File: src/rtl/completion_arbiter.sv
// Completion arbiter: per-source result FIFOs feeding one reorder-buffer
// completion port. The port has no backpressure, so each cycle the
// round-robin arbiter grants at most one FIFO head and that FIFO pops.
// The complete_* outputs depend only on registered state, which keeps the
// producer inputs off the ROB timing path.
module completion_arbiter #(
   parameter int NUM_SRC         = 3,
   parameter int FIFO_DEPTH      = 2,
   parameter int ROB_ENTRY_WIDTH = 2,
   parameter int DATA_WIDTH      = 32
) (
   input  logic                                          clk_i,
   input  logic                                          rst_i,
   input  logic [NUM_SRC-1:0]                            src_valid_i,
   output logic [NUM_SRC-1:0]                            src_ready_o,
   input  logic [NUM_SRC-1:0][ROB_ENTRY_WIDTH-1:0]       src_idx_i,
   input  logic [NUM_SRC-1:0][DATA_WIDTH-1:0]            src_data_i,
   input  logic [NUM_SRC-1:0]                            src_excp_i,
   output logic                                          complete_valid_o,
   output logic [ROB_ENTRY_WIDTH-1:0]                    complete_idx_o,
   output logic [DATA_WIDTH-1:0]                         complete_data_o,
   output logic                                          complete_excp_o,
   output logic                                          busy_o
);

   localparam int PTR_W = $clog2(FIFO_DEPTH);
   localparam int CNT_W = PTR_W + 1;
   localparam int RR_W  = $clog2(NUM_SRC);

   localparam logic [CNT_W-1:0] CNT_FULL = CNT_W'(FIFO_DEPTH);
   localparam logic [RR_W-1:0]  LAST_SRC = RR_W'(NUM_SRC - 1);
   localparam logic [RR_W:0]    SRC_MOD  = (RR_W + 1)'(NUM_SRC);

   // Per-source FIFO storage and pointers
   logic [ROB_ENTRY_WIDTH-1:0] idx_mem_q  [NUM_SRC][FIFO_DEPTH];
   logic [DATA_WIDTH-1:0]      data_mem_q [NUM_SRC][FIFO_DEPTH];
   logic                       excp_mem_q [NUM_SRC][FIFO_DEPTH];
   logic [PTR_W-1:0]           rd_ptr_q   [NUM_SRC];
   logic [PTR_W-1:0]           wr_ptr_q   [NUM_SRC];
   logic [CNT_W-1:0]           count_q    [NUM_SRC];

   // Arbitration state
   logic [RR_W-1:0]            rr_q;
   logic [RR_W-1:0]            rr_d;
   logic                       grant_valid;
   logic [RR_W-1:0]            winner;
   logic [RR_W:0]              cand_sum;
   logic [RR_W-1:0]            cand;

   logic [NUM_SRC-1:0]         nonempty;
   logic [NUM_SRC-1:0]         push;
   logic [NUM_SRC-1:0]         pop;

   // FIFO status: ready comes from the registered count only, so a pop in
   // this cycle does not open a slot for a push in the same cycle.
   always_comb begin
      nonempty    = '0;
      src_ready_o = '0;
      push        = '0;
      for (int s = 0; s < NUM_SRC; s++) begin
         nonempty[s]    = (count_q[s] != '0);
         src_ready_o[s] = (count_q[s] != CNT_FULL);
         push[s]        = src_valid_i[s] && src_ready_o[s];
      end
   end

   assign busy_o = |nonempty;

   // Round-robin search starting at rr_q; first non-empty FIFO wins.
   always_comb begin
      grant_valid = 1'b0;
      winner      = '0;
      cand_sum    = '0;
      cand        = '0;
      for (int k = 0; k < NUM_SRC; k++) begin
         cand_sum = {1'b0, rr_q} + (RR_W + 1)'(k);
         if (cand_sum >= SRC_MOD) begin
            cand_sum = cand_sum - SRC_MOD;
         end
         cand = cand_sum[RR_W-1:0];
         if (!grant_valid && nonempty[cand]) begin
            grant_valid = 1'b1;
            winner      = cand;
         end
      end
   end

   // Next search start is the source after the winner, wrapping at NUM_SRC.
   always_comb begin
      rr_d = rr_q;
      if (grant_valid) begin
         rr_d = (winner == LAST_SRC) ? '0 : winner + RR_W'(1);
      end
   end

   // Pop decode: only the granted FIFO advances its read pointer.
   always_comb begin
      pop = '0;
      for (int s = 0; s < NUM_SRC; s++) begin
         pop[s] = grant_valid && (winner == RR_W'(s));
      end
   end

   // Completion port driven from the winner's head; zeros when idle.
   always_comb begin
      complete_valid_o = grant_valid;
      complete_idx_o   = '0;
      complete_data_o  = '0;
      complete_excp_o  = 1'b0;
      if (grant_valid) begin
         complete_idx_o  = idx_mem_q[winner][rd_ptr_q[winner]];
         complete_data_o = data_mem_q[winner][rd_ptr_q[winner]];
         complete_excp_o = excp_mem_q[winner][rd_ptr_q[winner]];
      end
   end

   // FIFO storage, pointers and occupancy; reset discards in-flight results.
   always_ff @(posedge clk_i) begin
      if (!rst_i) begin
         for (int s = 0; s < NUM_SRC; s++) begin
            rd_ptr_q[s] <= '0;
            wr_ptr_q[s] <= '0;
            count_q[s]  <= '0;
            for (int d = 0; d < FIFO_DEPTH; d++) begin
               idx_mem_q[s][d]  <= '0;
               data_mem_q[s][d] <= '0;
               excp_mem_q[s][d] <= 1'b0;
            end
         end
      end else begin
         for (int s = 0; s < NUM_SRC; s++) begin
            if (push[s]) begin
               idx_mem_q[s][wr_ptr_q[s]]  <= src_idx_i[s];
               data_mem_q[s][wr_ptr_q[s]] <= src_data_i[s];
               excp_mem_q[s][wr_ptr_q[s]] <= src_excp_i[s];
               wr_ptr_q[s]                <= wr_ptr_q[s] + PTR_W'(1);
            end
            if (pop[s]) begin
               rd_ptr_q[s] <= rd_ptr_q[s] + PTR_W'(1);
            end
            case ({push[s], pop[s]})
               2'b10:   count_q[s] <= count_q[s] + CNT_W'(1);
               2'b01:   count_q[s] <= count_q[s] - CNT_W'(1);
               default: count_q[s] <= count_q[s];
            endcase
         end
      end
   end

   // Round-robin pointer; held when nothing is granted.
   always_ff @(posedge clk_i) begin
      if (!rst_i) begin
         rr_q <= '0;
      end else begin
         rr_q <= rr_d;
      end
   end

endmodule

File: config.mk
export PLATFORM = sky130hd
export DESIGN_NAME = completion_arbiter
export DESIGN_NICKNAME = d
export VERILOG_FILES = /design/src/rtl/completion_arbiter.sv
export SDC_FILE = /design/constraint.sdc
export NUM_CORES = 1
export LEC_CHECK = 0
export CAP_MARGIN = 20
export CORE_MARGIN = 8
export CORE_UTILIZATION = 45
export CTS_CLUSTER_DIAMETER = 40
export DETAILED_ROUTE_END_ITERATION = 10
export GPL_ROUTABILITY_DRIVEN = 0
export GPL_TIMING_DRIVEN = 0
export PLACE_DENSITY = 0.77
export SETUP_SLACK_MARGIN = 0.4
export SLEW_MARGIN = 25
export SYNTH_ARGS = -nofsm -noshare
export SYNTH_HDL_FRONTEND = slang
export SYNTH_SLANG_ARGS = --single-unit
export TNS_END_PERCENT = 100
File: constraint.sdc
create_clock -name clk_i -period 4.9 [get_ports clk_i]
set_input_delay 1.47 -clock clk_i [delete_from_list [all_inputs] [get_ports clk_i]]
set_output_delay 1.47 -clock clk_i [all_outputs]
set_load 0.005 [all_outputs]
==> impl.org, run 1 <==
** Run status
- Run status :: complete, but fails checks
- Violations in the final reports :: negative setup slack

** Layout
- From synthesis to final layout, the design area changed by 36.26%.
- At the end of the flow, the number of nets in the layout was 1292.
- Leaving out fill and tap cells, the most frequent cell in the layout is edfxtp_1.
- Layout Utilization :: 61.78%
- Of the cells placed in the final design, the portion with a size suffix greater than 1 is 20.13%.
- The repair_antennas step left the layout with diodes totalling 0.
- Summing all non-filler instances in the final layout gives an area of 0.01489 mm^2.
- Leaving out fill and tap cells, the most frequent cells in the layout are 221 x edfxtp_1, 209 x and2_1, 159 x nand2_1, 114 x clkdlybuf4s50_1, 70 x a31oi_1.

** Timing
- Final-report max-slew violation count :: 0
- At the pin with the least slew margin, the transition time is 0.8961 ns.
- Time the final worst path needs with I/O delays and setup :: 4.940 ns
- Across the routed clock network, the largest skew measured is 0.01515 ns.
- For this run, the top clock speed supported by timing is 202.4 MHz.
- In the post-route analysis, the smallest setup slack over all paths is -0.03996 ns.
- The final critical path takes up 100.8% of the cycle.
- Setup repair after global routing could not meet its margin everywhere.
- Setup violations remaining at the end of the flow were counted as 5.
- The number of endpoints with negative hold slack in the final report came to 0.
- In this run the tightest slew margin relative to its limit is 40.04%.

** Critical path
- Reg2reg path depth :: 17
- Startpoint Class :: flip-flop
- Data arrival, critical path :: 3.47 ns
- The worst setup path is of the reg2out kind.
- Along the worst path, the maximum fanout reaches 5.
- STA classifies the critical path endpoint as a primary output.
- Required time of the critical path :: 3.43 ns

** Min path
- The tightest min-delay check is of the reg2reg type.
- Counting instances, the worst hold path has a depth of 2.

** Global route
- First-pass GRT wire length :: 51760 um
- Global routing consumed, over all layers together, 23.56% of the routing resources.
- Maximum number of pins on one net before global-route repair :: 36
- The via count of the first global-routing pass is 8824.
- After global routing the overflow that remains totals 0.
- Number of antenna violations at the first check in global routing :: 0

** Route
- The first detailed-routing pass ran for 5 iterations.
- For this block, the routed nets add up to 35440 um of wire.
- Dividing the detail-routed wire length by the instance count gives 23.37 um.
- Dividing the detail-routed via count by the number of cells gives 5.720.
- DRC violation total after the first TritonRoute iteration :: 1038
- DRC violation count after routing :: 0
- Routed vias :: 8672
- Remaining antenna violation count :: 0

** Synthesis
- Syn_nets :: 1064
- During synthesis, Yosys emitted a total of 0 warnings.
- Fraction of post-synthesis cell area in the top cell type by area :: 60.72%
- Count of state elements after synthesis :: 224
- The share of the Yosys chip area taken by registers is 61.27%.
- The most used flip-flop cell after synthesis is edfxtp_1.
- Counting flops with a built-in enable in the synthesized netlist gives 221.
- The netlist uses 44 different library cells.
- Summing every instance area after synthesis gives 0.01093 mm^2.
- Cells taking the most area after synthesis :: edfxtp_1 61%, and2_1 12%, nand2_1 5.5%
- Synthesis handed over a netlist of 943 instances.
- For this run, asynchronously set or reset flops after synthesis account for 0%.
- Avg Cell Area, Syn :: 11.59 um^2
- edfxtp_1 takes more of the synthesized area than any other cell.

** Floorplan
- In this run the vertical extent of the chip is 171.8 um.
- During I/O placement, the number of pins put on the boundary was 150.
- Number of core rows :: 57
- The die is 171.8 um wide.
- The floorplan step defined a die boundary enclosing 0.02953 mm^2.
- Once the floorplan was initialized, standard cells occupied 45.34% of the core.
- The core region is 0.02411 mm^2.

** Power
- Maximum ir drop on the vdd rail :: 0.4370 mV
- In this run the power density over the cells is 886.3 mW/mm^2.
- Cell leakage power :: 0.005859 uW

** Place
- Before CTS, the worst setup slack after placement is -0.1164 ns.
- Hpwl dp :: 23040 um
- Standard cell area after detailed placement :: 0.01303 mm^2
- During placement, the flow inserted port buffers numbering 149.

** Clock network
- Post-CTS Hold Fix Bufs :: 0
- Clock Tree Root :: clkbuf_16
- Number of sinks on the clock net :: 224
- Clock-pin slew was measured on the worst setup and hold paths at 0.06 ns.
- Clock insertion delay at the later pin of the skew report :: 0.54 ns
- No sink is reached through more buffers than the 3 on the longest clock path.
- TritonCTS built the clock tree.
- In this run the number of H-tree levels came out at 1.
- Total CTS buffers :: 29

** Job
- Max capacitance violation total :: 0
[final timing paths]
check	start	slack, ns	endpoint
worst max register to register	rr_q[0]	1.22	count_q[2][1]
worst min-delay path	excp_mem_q[2][1]	0.51	excp_mem_q[2][1]
worst min register to register	excp_mem_q[2][1]	0.51	excp_mem_q[2][1]
worst max-delay path	rr_q[0]	-0.04	complete_data_o[23]
[critical path: stages, from the launching register on]
cell and delay (ns):
dfxtp_2 0.35, inv_2 0.05, ha_4 0.27, buf_6 0.10, or3b_4 0.41, nor3_4 0.13
a311oi_2 0.06, buf_4 0.18, buf_6 0.13, nand3b_4 0.08, o221ai_4 0.10, buf_12 0.16
buf_12 0.13, buf_16 0.12, buf_8 0.13, buf_6 0.11, mux2_4 0.29, buf_6 0.12
[cell families after synthesis]
| kind of cell | Yosys count | synth area share (%) |
|---|---|---|
| xor gates and xnor gates | 4 | 0.3205 |
| DFF | 224 | 61.27 |
| buffers and inverters | 81 | 3.412 |
| and+or+nand+nor | 413 | 19.69 |
| adders and majority gates | 11 | 1.259 |
| muxes | 35 | 4.293 |
| AOI/OAI and AO/OA | 175 | 9.754 |
[metal layers]
metal | up-vias | GRT usage (%) | share of wire [%]
li1 | 3796 | - | -
met1 | 4186 | 28.50 | 37
met2 | 569 | 40.24 | 49
met3 | 121 | 4.912 | 9.8
met4 | 0 | 10.19 | 4.1
met5 | - | 0 | 0
[final cells by class]
class / count / area (um^2)
plain buffers: 68 / 484.2
clock buffers: 32 / 737.0
clock inverters: 20 / 235.2
fillers: 1785 / 9214
inverters: 13 / 48.80
multi-input cells: 638 / 4083
flip-flops and latches: 224 / 6699
well taps: 324 / 405.4
repair buffers: 197 / 2200
[synthesized netlist by cell type, types with 7 or more instances]
| master | n |
|---|---|
| a31oi_1 | 70 |
| and2_1 | 209 |
| buf_2 | 10 |
| buf_4 | 7 |
| clkbuf_1 | 47 |
| edfxtp_1 | 221 |
| ha_1 | 11 |
| inv_1 | 13 |
| mux2_2 | 15 |
| mux2_4 | 20 |
| nand2_1 | 159 |
| nand2b_1 | 7 |
| nor2_1 | 22 |
| o21ai_0 | 82 |
[stage by stage]
step                 TNS (ns)  hold WS (ns)  power, uW  cells
global placement      -110.95        0.4553       8660   1416
floorplan                   0        0.4418       6064    943
global route          -0.7175        0.5224      13730   1516
detailed placement     -2.212        0.4732       8829   1422
finish                -0.1353        0.5052      13200   1516
CTS                 -0.003998        0.5111      12660   1504
[power by group]
group	switching, uW	internal [uW]
registers	137	2510
clock network	837	1300
logic	3920	4480
total	4900	8300
[timing repair]
item,4_1_cts,5_1_grt
buffers inserted,27,12
gates cloned,3,0
endpoints found under the setup margin,36,36
gates resized for setup,280,31
pin swaps,5,0
[sequential cells by signal, indices dropped and copies added (netlist names)]
name	flops
data_mem_q	192
rr_q	2
excp_mem_q	6
count_q	6
wr_ptr_q	3
rd_ptr_q	3
idx_mem_q	12
No activity file was read; power rests on OpenSTA's default activity.
==> run 2: changes to the inputs <==
--- a/config.mk
+++ b/config.mk
@@ -5,6 +5,7 @@
 export SDC_FILE = /design/constraint.sdc
 export NUM_CORES = 1
 export LEC_CHECK = 0
+export ABC_AREA = 1
 export CAP_MARGIN = 20
 export CORE_MARGIN = 8
 export CORE_UTILIZATION = 45
@@ -12,7 +13,7 @@
 export DETAILED_ROUTE_END_ITERATION = 10
 export GPL_ROUTABILITY_DRIVEN = 0
 export GPL_TIMING_DRIVEN = 0
-export PLACE_DENSITY = 0.77
+export PLACE_DENSITY = 0.76
 export SETUP_SLACK_MARGIN = 0.4
 export SLEW_MARGIN = 25
 export SYNTH_ARGS = -nofsm -noshare
==> run 2 against run 1 <==
Compared with the run above: the run now ends clean; register-to-register slack better by 0.09 ns; first-iteration DRC count grew 30%; via count is 21% higher; flip-flop and latch count unchanged; synthesized cell count up 49%; non-clock buffer count down 23; clock skew is 0.015 ns higher; die area grew 7.5%; sequential share of layout area fell by 2.5 points; critical path type unchanged; largest cell class unchanged.
==> impl.org, run 2 <==
** Synthesis
- Synthesized area :: 0.01183 mm^2 (was 0.01093 mm^2)
- Fraction of the yosys area taken by sequential cells :: 56.59% (was 61.27%)
- Most instantiated cells after synthesis: 375 x nand2_1, 252 x nor2_1, 249 x inv_1 (was 221 x edfxtp_1, 209 x and2_1, 159 x nand2_1).
- Async set-or-reset flop fraction in the synthesized netlist :: 0% (unchanged)
- The total nets after synthesis is 1524 (was 1064).
- The synthesized instance count is 1403 (was 943).
- The average footprint of a synthesized cell was 8.435 um^2 (was 11.59 um^2).
- The unique cell type count in the Yosys netlist was 30 (was 44).
- Post-synth EDFFs :: 221 (unchanged)
- The predominant post-synthesis flop cell is edfxtp_1 (unchanged).
- The portion of synthesized cell area occupied by the leading cell type was 56.08% (was 60.72%).
- The number of register bits inferred by synthesis was 224 (unchanged).
- Cell type contributing the most total cell area after synthesis :: edfxtp_1 (unchanged)
- The cell with the most instances after synthesis was nand2_1 (was edfxtp_1).
- Yosys warns :: 0 (unchanged)
- Cells taking the most area after synthesis: edfxtp_1 56%, nand2_1 12%, nor2_1 8.0% (was edfxtp_1 61%, and2_1 12%, nand2_1 5.5%).

** Place
- The instance count after placement with tap cells included was 1893 (was 1422).
- The post-placement cell area came to 0.01389 mm^2 (was 0.01303 mm^2).
- The detailed placer's ending HPWL is 26520 um (was 23040 um).
- The number of port buffers was 149 (unchanged).

** Floorplan
- The overall die area was 0.03174 mm^2 (was 0.02953 mm^2).
- The die extent in x came to 178.2 um (was 171.8 um).
- Area of the core region :: 0.02591 mm^2 (was 0.02411 mm^2)
- Top Ports :: 150 (unchanged)
- Starting density of the core :: 45.67% (was 45.34%)
- The die outline height is 178.2 um (was 171.8 um).
- The cell row count was 59 (was 57).

** Layout
- The flip-flop count of the largest register after layout is 192 (unchanged).
- The final antenna diode count was 0 (unchanged).
- The top register by number of flip-flops is data_mem_q (unchanged).
- Post-route cell area :: 0.01579 mm^2 (was 0.01489 mm^2)
- Highest-count cells in the layout ignoring fill and taps :: 363 x nand2_1, 244 x inv_1, 224 x nor2_1, 221 x edfxtp_1, 114 x clkdlybuf4s50_1 (was 221 x edfxtp_1, 209 x and2_1, 159 x nand2_1, 114 x clkdlybuf4s50_1, 70 x a31oi_1)
- Most common cell after layout, fill and taps aside :: nand2_1 (was edfxtp_1)
- Post-layout net count :: 1737 (was 1292)
- The area growth from synthesis to final layout came to 33.42% (was 36.26%).
- The share of post-route cells with drive strength above 1 was 17.18% (was 20.13%).
- Count of placed standard cells in the final layout, fillers left out :: 1976 (was 1516)
- Top flop regs :: data_mem_q x192, idx_mem_q x12 (unchanged)

** Critical path
- Required time of the critical path :: 3.43 ns (about the same)
- Sort of element at the end of the critical path :: primary output (unchanged)
- Worst Path Class, Setup :: reg2out (unchanged)
- The worst path arrival time is 3.04 ns (was 3.47 ns).
- The critical path startpoint category was a flip-flop (unchanged).
- Maximum fanout encountered on the critical timing path :: 10 (was 5)
- The start point of the critical path was rr_q[0] (unchanged).
- The startpoint of the most critical register-to-register path is rr_q[0] (unchanged).

** Clock network
- The CTS buffer count came to 34 (was 29).
- The number of clock sinks seen by CTS is 224 (unchanged).
- Clock Tree Root :: clkbuf_16 (unchanged)
- The clock latency reported for the late side of the worst-skew pair came to 0.52 ns (was 0.54 ns).
- The clock tree from TritonCTS is yes (unchanged).
- Worst-path clk slew :: 0.05 ns (was 0.06 ns)
- CTS H-tree depth :: 2 (was 1)
- The cts-stage hold buffer count came to 0 (unchanged).
- Maximum clock insertion buffer count :: 3 (unchanged)

** Global route
- The number of antenna violations at the first check in global routing is 1 (was 0).
- The maximum number of pins on one net before global-route repair was 28 (was 36).
- The total congestion overflow was 0 (unchanged).
- The aggregate global-route resource usage is 23.57% (was 23.56%).
- First-pass GRT wire length :: 56960 um (was 51760 um)
- The via count of the first global-routing pass was 10378 (was 8824).

** Timing
- The max-slew violation total from the final report is 0 (unchanged).
- Final period utilization :: 92.04% (was 100.8%)
- Worst clock skew :: 0.02993 ns (was 0.01515 ns)
- The tightest slew margin relative to the limit is 39.88% (was 40.04%).
- Number of hold violations in the final report :: 0 (unchanged)
- The shortest clock period the worst path allows after layout was 4.510 ns (was 4.940 ns).
- The worst-margin pin slew is 0.9017 ns (was 0.8961 ns).
- RSZ-0062 raised after global routing :: true (unchanged)
- The peak clock frequency supported by timing was 221.7 MHz (was 202.4 MHz).
- Final setup vio count :: 0 (was 5)

** Job
- Max capacitance violation total :: 0 (unchanged)

** Route
- The number of vias after detailed routing came to 10502 (was 8672).
- Remaining antenna violation count :: 0 (unchanged)
- Overall routed net length :: 38850 um (was 35440 um)
- Wire length per cell after detailed routing :: 19.66 um (was 23.37 um)
- Ratio of routed vias to standard cells :: 5.315 (was 5.720)
- Number of iterations in the first detailed-routing pass :: 8 (was 5)
- DRC violation total after the first TritonRoute iteration :: 1347 (was 1038)
- DRC violation count after routing :: 0 (unchanged)

** Min path
- The path type of the worst min-delay path was reg2reg (unchanged).
- The hold path startpoint was rd_ptr_q[0] (was excp_mem_q[2][1]).

** Run status
- Run status :: finished, final reports clean (was complete, but fails checks)
==> run 2: repair_timing <==
action | CTS | global route
setup endpoints to repair | 35 | 35
cloned | 2 | 7
setup buffers | 3 | 10
pin swaps | 21 | 30
gates resized for setup | 130 | 125
endpoints found under the hold margin | 0 | 0
==> run 2: final timing paths <==
check | end | slack, ns | depth (start not counted)
setup / recovery | complete_idx_o[0] | 0.39 | 18
setup reg to reg | count_q[1][0] | 1.31 | 17
hold / removal | rd_ptr_q[0] | 0.55 | 1
hold reg to reg | rd_ptr_q[0] | 0.55 | 1
==> run 2: cells by family (layout without fill, tap and decap cells) <==
group                      count (synthesis)  count (layout)  synth area share [%]
AOI/OAI and AO/OA                         48              48                 2.125
xor gates and xnor gates                   3               3                0.2221
adders and majority gates                 11              11                 1.163
buffers and inverters                    320             555                 10.88
DFF                                      224             224                 56.59
and+or+nand+nor                          797             800                 29.02
==> run 2: per-layer routing <==
layer	vias to the layer above	track usage [%]	part of all wire [%]
met5	-	0	0.033
met4	2	11.95	5.9
met3	188	5.652	12
met2	707	38.88	47
met1	4859	28.44	36
li1	4746	-	-
==> run 2: final cells by class <==
type                            count  area [um^2]
Clock buffer                       39        890.9
Multi-Input combinational cell    862         4204
Clock inverter                     22        251.5
Sequential cell                   224         6704
Timing Repair Buffer              174         1782
Fill cell                        2041        10120
Tap cell                          335        419.2
Inverter                          252        953.4
Buffer                             68        584.3
==> run 2: through the flow <==
stage          worst slack [ns]  util, %  hold WS [ns]  TNS, ns
6_report                 0.3900    60.93        0.5452        0
5_1_grt                  0.2964    60.93        0.5564        0
4_1_cts                  0.2133    59.21        0.5311        0
3_5_place_dp             0.1992    53.62        0.4709        0
3_3_place_gp            -0.3282    53.04        0.4590   -29.55
2_1_floorplan             1.430        -        0.4492        0
==> run 2: critical path: stages (launching register included) <==
cell	delay, ns
dfxtp_4	0.37
inv_2	0.06
ha_4	0.29
inv_2	0.05
nand3_1	0.12
nand2_2	0.10
inv_1	0.06
nand3_1	0.10
nand2_4	0.12
buf_2	0.24
buf_6	0.18
nand3_1	0.07
nand2_1	0.08
nand2_1	0.10
nand2_1	0.09
nand2_1	0.06
nand2_1	0.11
nor2_4	0.05
dlygate4sd2_1	0.26
Power of run 2 is not shown: default switching activity piles up to over one toggle a cycle in this logic, so the estimate is an artifact.
==> run 3: changes to the inputs <==
--- a/config.mk
+++ b/config.mk
@@ -13,8 +13,9 @@
 export DETAILED_ROUTE_END_ITERATION = 10
 export GPL_ROUTABILITY_DRIVEN = 0
 export GPL_TIMING_DRIVEN = 0
-export PLACE_DENSITY = 0.76
+export PLACE_DENSITY = 0.67
 export SETUP_SLACK_MARGIN = 0.4
+export SKIP_CTS_REPAIR_TIMING = 1
 export SLEW_MARGIN = 25
 export SYNTH_ARGS = -nofsm -noshare
 export SYNTH_HDL_FRONTEND = slang
==> run 3 against run 2 <==
Compared with the run above: die area did not move; global-route usage fell by 0.87 points; register-to-register slack gained 0.06 ns; core utilization shrank 0.83 points; via count decreased by 4.4%; sequential share of layout area increased by 0.58 points; flip-flop and latch count stayed put; fmax grew 1.1%; count of clock-buffer cells in the layout increased by 1; final cell count down 0.30%; critical endpoint is now complete_data_o[12].
==> impl.org, run 3 (same netlist as run 2, synthesis figures left out) <==
** Run status
- Run status: finished, final reports clean (unchanged).

** Critical path
- The startpoint of the most critical register-to-register path is rr_q[0] (unchanged).
- CP Launch Point :: rr_q[0] (unchanged)
- Worst-path cell chain: inv_2 -> ha_4 -> inv_2 -> nand2_1 -> nand3_1 -> nand2_2 -> nor2_4 -> nand3_2 -> nand2_4 -> inv_2 -> buf_6 -> buf_6 -> or2_0 -> a21oi_2 -> nor2_2 -> dlymetal6s2s_1 (was inv_2 -> ha_4 -> inv_2 -> nand3_1 -> nand2_2 -> inv_1 -> nand3_1 -> nand2_4 -> buf_2 -> buf_6 -> nand3_1 -> nand2_1 -> nand2_1 -> nand2_1 -> nand2_1 -> nand2_1 -> nor2_4 -> dlygate4sd2_1).
- The critical path startpoint category is a flip-flop (unchanged).
- The stage delay of the slowest cell on the critical path came to 0.39 ns (was 0.37 ns).
- Cell family with most CP delay :: simple AND/OR/NAND/NOR gates (unchanged)
- The endpoint kind of the worst setup timing path was a primary output (unchanged).
- The buffers plus inverters on the worst setup path came to 6 (unchanged).
- The worst path arrival time is 2.99 ns (was 3.04 ns).
- Maximum fanout encountered on the critical timing path :: 10 (unchanged)
- The slowest cell on the critical path is dfxtp_4 (unchanged).
- Required time of the critical path :: 3.43 ns (about the same)
- Worst Path Class, Setup :: reg2out (unchanged)
- Most common cell on crit path :: inv_2 (was nand2_1)

** Layout
- The area growth from synthesis to final layout is 31.61% (was 33.42%).
- Post-layout net count :: 1728 (was 1737)
- The filler-free cell count of the finished design was 1970 (was 1976).
- Number of antenna diodes :: 0 (unchanged)
- The flip-flop count of the largest register after layout was 192 (unchanged).
- Top flop regs :: data_mem_q x192, idx_mem_q x12 (unchanged)
- Number of fillers in the final layout :: 2235 (was 2041)
- Highest-count cells in the layout ignoring fill and taps: 364 x nand2_1, 246 x inv_1, 227 x nor2_1, 221 x edfxtp_1, 114 x clkdlybuf4s50_1 (was 363 x nand2_1, 244 x inv_1, 224 x nor2_1, 221 x edfxtp_1, 114 x clkdlybuf4s50_1).
- The top register by number of flip-flops was data_mem_q (unchanged).
- The leading cell type in the layout, fill and taps excluded was nand2_1 (unchanged).
- The share of post-route cells with drive strength above 1 is 14.74% (was 17.18%).

** Route
- The number of vias after detailed routing was 10035 (was 10502).
- Wire length per cell after detailed routing :: 18.67 um (was 19.66 um)
- The remaining routing DRC violations came to 0 (unchanged).
- DRC violation total after the first TritonRoute iteration :: 1022 (was 1347)
- Remaining antenna violation count :: 0 (unchanged)
- Ratio of routed vias to standard cells :: 5.094 (was 5.315)
- Number of iterations in the first detailed-routing pass :: 5 (was 8)
- Overall routed net length :: 36780 um (was 38850 um)

** Place
- The instance count after placement with tap cells included is 1893 (unchanged).
- Hpwl dp :: 26580 um (was 26520 um)
- The number of port buffers is 149 (unchanged).

** Timing
- The worst-margin pin slew came to 0.9143 ns (was 0.9017 ns).
- Final setup vio count :: 0 (unchanged)
- Highest achievable clock rate :: 224.2 MHz (was 221.7 MHz)
- Worst clock skew :: 0.02625 ns (was 0.02993 ns)
- RSZ-0062 raised after global routing: false (was true).
- The tightest slew margin relative to the limit is 39.05% (was 39.88%).
- The shortest clock period the worst path allows after layout is 4.459 ns (was 4.510 ns).
- The max-slew violation total from the final report was 0 (unchanged).
- The number of endpoints with negative hold slack in the final report came to 0 (unchanged).
- Final period utilization :: 91.01% (was 92.04%)
- The post-route setup TNS was 0 ns (unchanged).

** Floorplan
- The die extent in x is 178.2 um (unchanged).
- The area of the core is 0.02591 mm^2 (unchanged).
- Number of core rows :: 59 (unchanged)
- Die height :: 178.2 um (unchanged)
- Die Footprint :: 0.03174 mm^2 (unchanged)
- Top Ports :: 150 (unchanged)
- Starting density of the core :: 45.67% (unchanged)

** Clock network
- The clock slew at the register clock pins of the worst setup and hold paths is 0.05 ns (about the same).
- The number of clock sinks seen by CTS is 224 (unchanged).
- The clock latency reported for the late side of the worst-skew pair is 0.52 ns (about the same).
- Clock Tree Root :: clkbuf_16 (unchanged)
- Maximum clock insertion buffer count :: 3 (unchanged)
- The CTS buffer count came to 37 (was 34).
- The clock tree from TritonCTS is yes (unchanged).
- CTS H-tree depth :: 2 (unchanged)

** Global route
- The maximum number of pins on one net before global-route repair was 28 (unchanged).
- The aggregate global-route resource usage came to 22.71% (was 23.57%).
- Number of global-route vias before repair :: 9863 (was 10378)
- Number of antenna violations at the first check in global routing :: 0 (was 1)
- The total congestion overflow is 0 (unchanged).
- The wire length of the first global-routing pass was 54560 um (was 56960 um).

** Min path
- Hold path start :: excp_mem_q[2][1] (was rd_ptr_q[0])
- Classification of the worst-slack hold path :: reg2reg (unchanged)

** Job
- Max capacitance violation total :: 0 (unchanged)
run 3: layer usage:
layer  up-vias  share of wire (%)  GRT usage [%]  wire length (um)
li1       4725                  -              -                 -
met1      4708                 40          28.74             14640
met2       509                 47          37.61             17240
met3        93                9.9          4.403              3641
met4         0                3.4          9.378              1265
met5         -                  0              0                 0
run 3: per-stage QoR:
step	instance area [um^2]	hold slack (ns)	utilization (%)	setup slack [ns]
2_1_floorplan	11830	0.4492	-	1.430
3_5_place_dp	13890	0.4664	53.60	0.1342
6_report	15570	0.4798	60.11	0.4406
3_3_place_gp	13740	0.4596	53.04	-0.5204
4_1_cts	15130	0.4752	58.40	-0.4202
5_1_grt	15570	0.5158	60.11	0.3275
run 3: layout make-up:
class / count / area (um^2) / area share (%)
Clock inverter: 27 / 265.3 / 1.703
Buffer: 68 / 444.2 / 2.852
Inverter: 252 / 945.9 / 6.073
Clock buffer: 40 / 979.7 / 6.290
Sequential cell: 224 / 6704 / 43.04
Multi-Input combinational cell: 861 / 4043 / 25.96
Timing Repair Buffer: 163 / 1774 / 11.39
Tap cell: 335 / 419.2 / 2.691
run 3: path summary, 6_finish.rpt:
path	endpoint	slack, ns	cells past startpoint
setup reg to reg	count_q[1][1]	1.37	19
setup / recovery	complete_data_o[12]	0.44	16
hold / removal	excp_mem_q[2][1]	0.48	2
hold reg to reg	excp_mem_q[2][1]	0.48	2
run 3: tightest hold or removal path: cells and delay by family, from the launching register on:
kind            cells  cell delay [ns]
compound gates      1             0.07
buf+inv             1             0.06
flops               1             0.29
Power of run 3 is left out for the same reason.
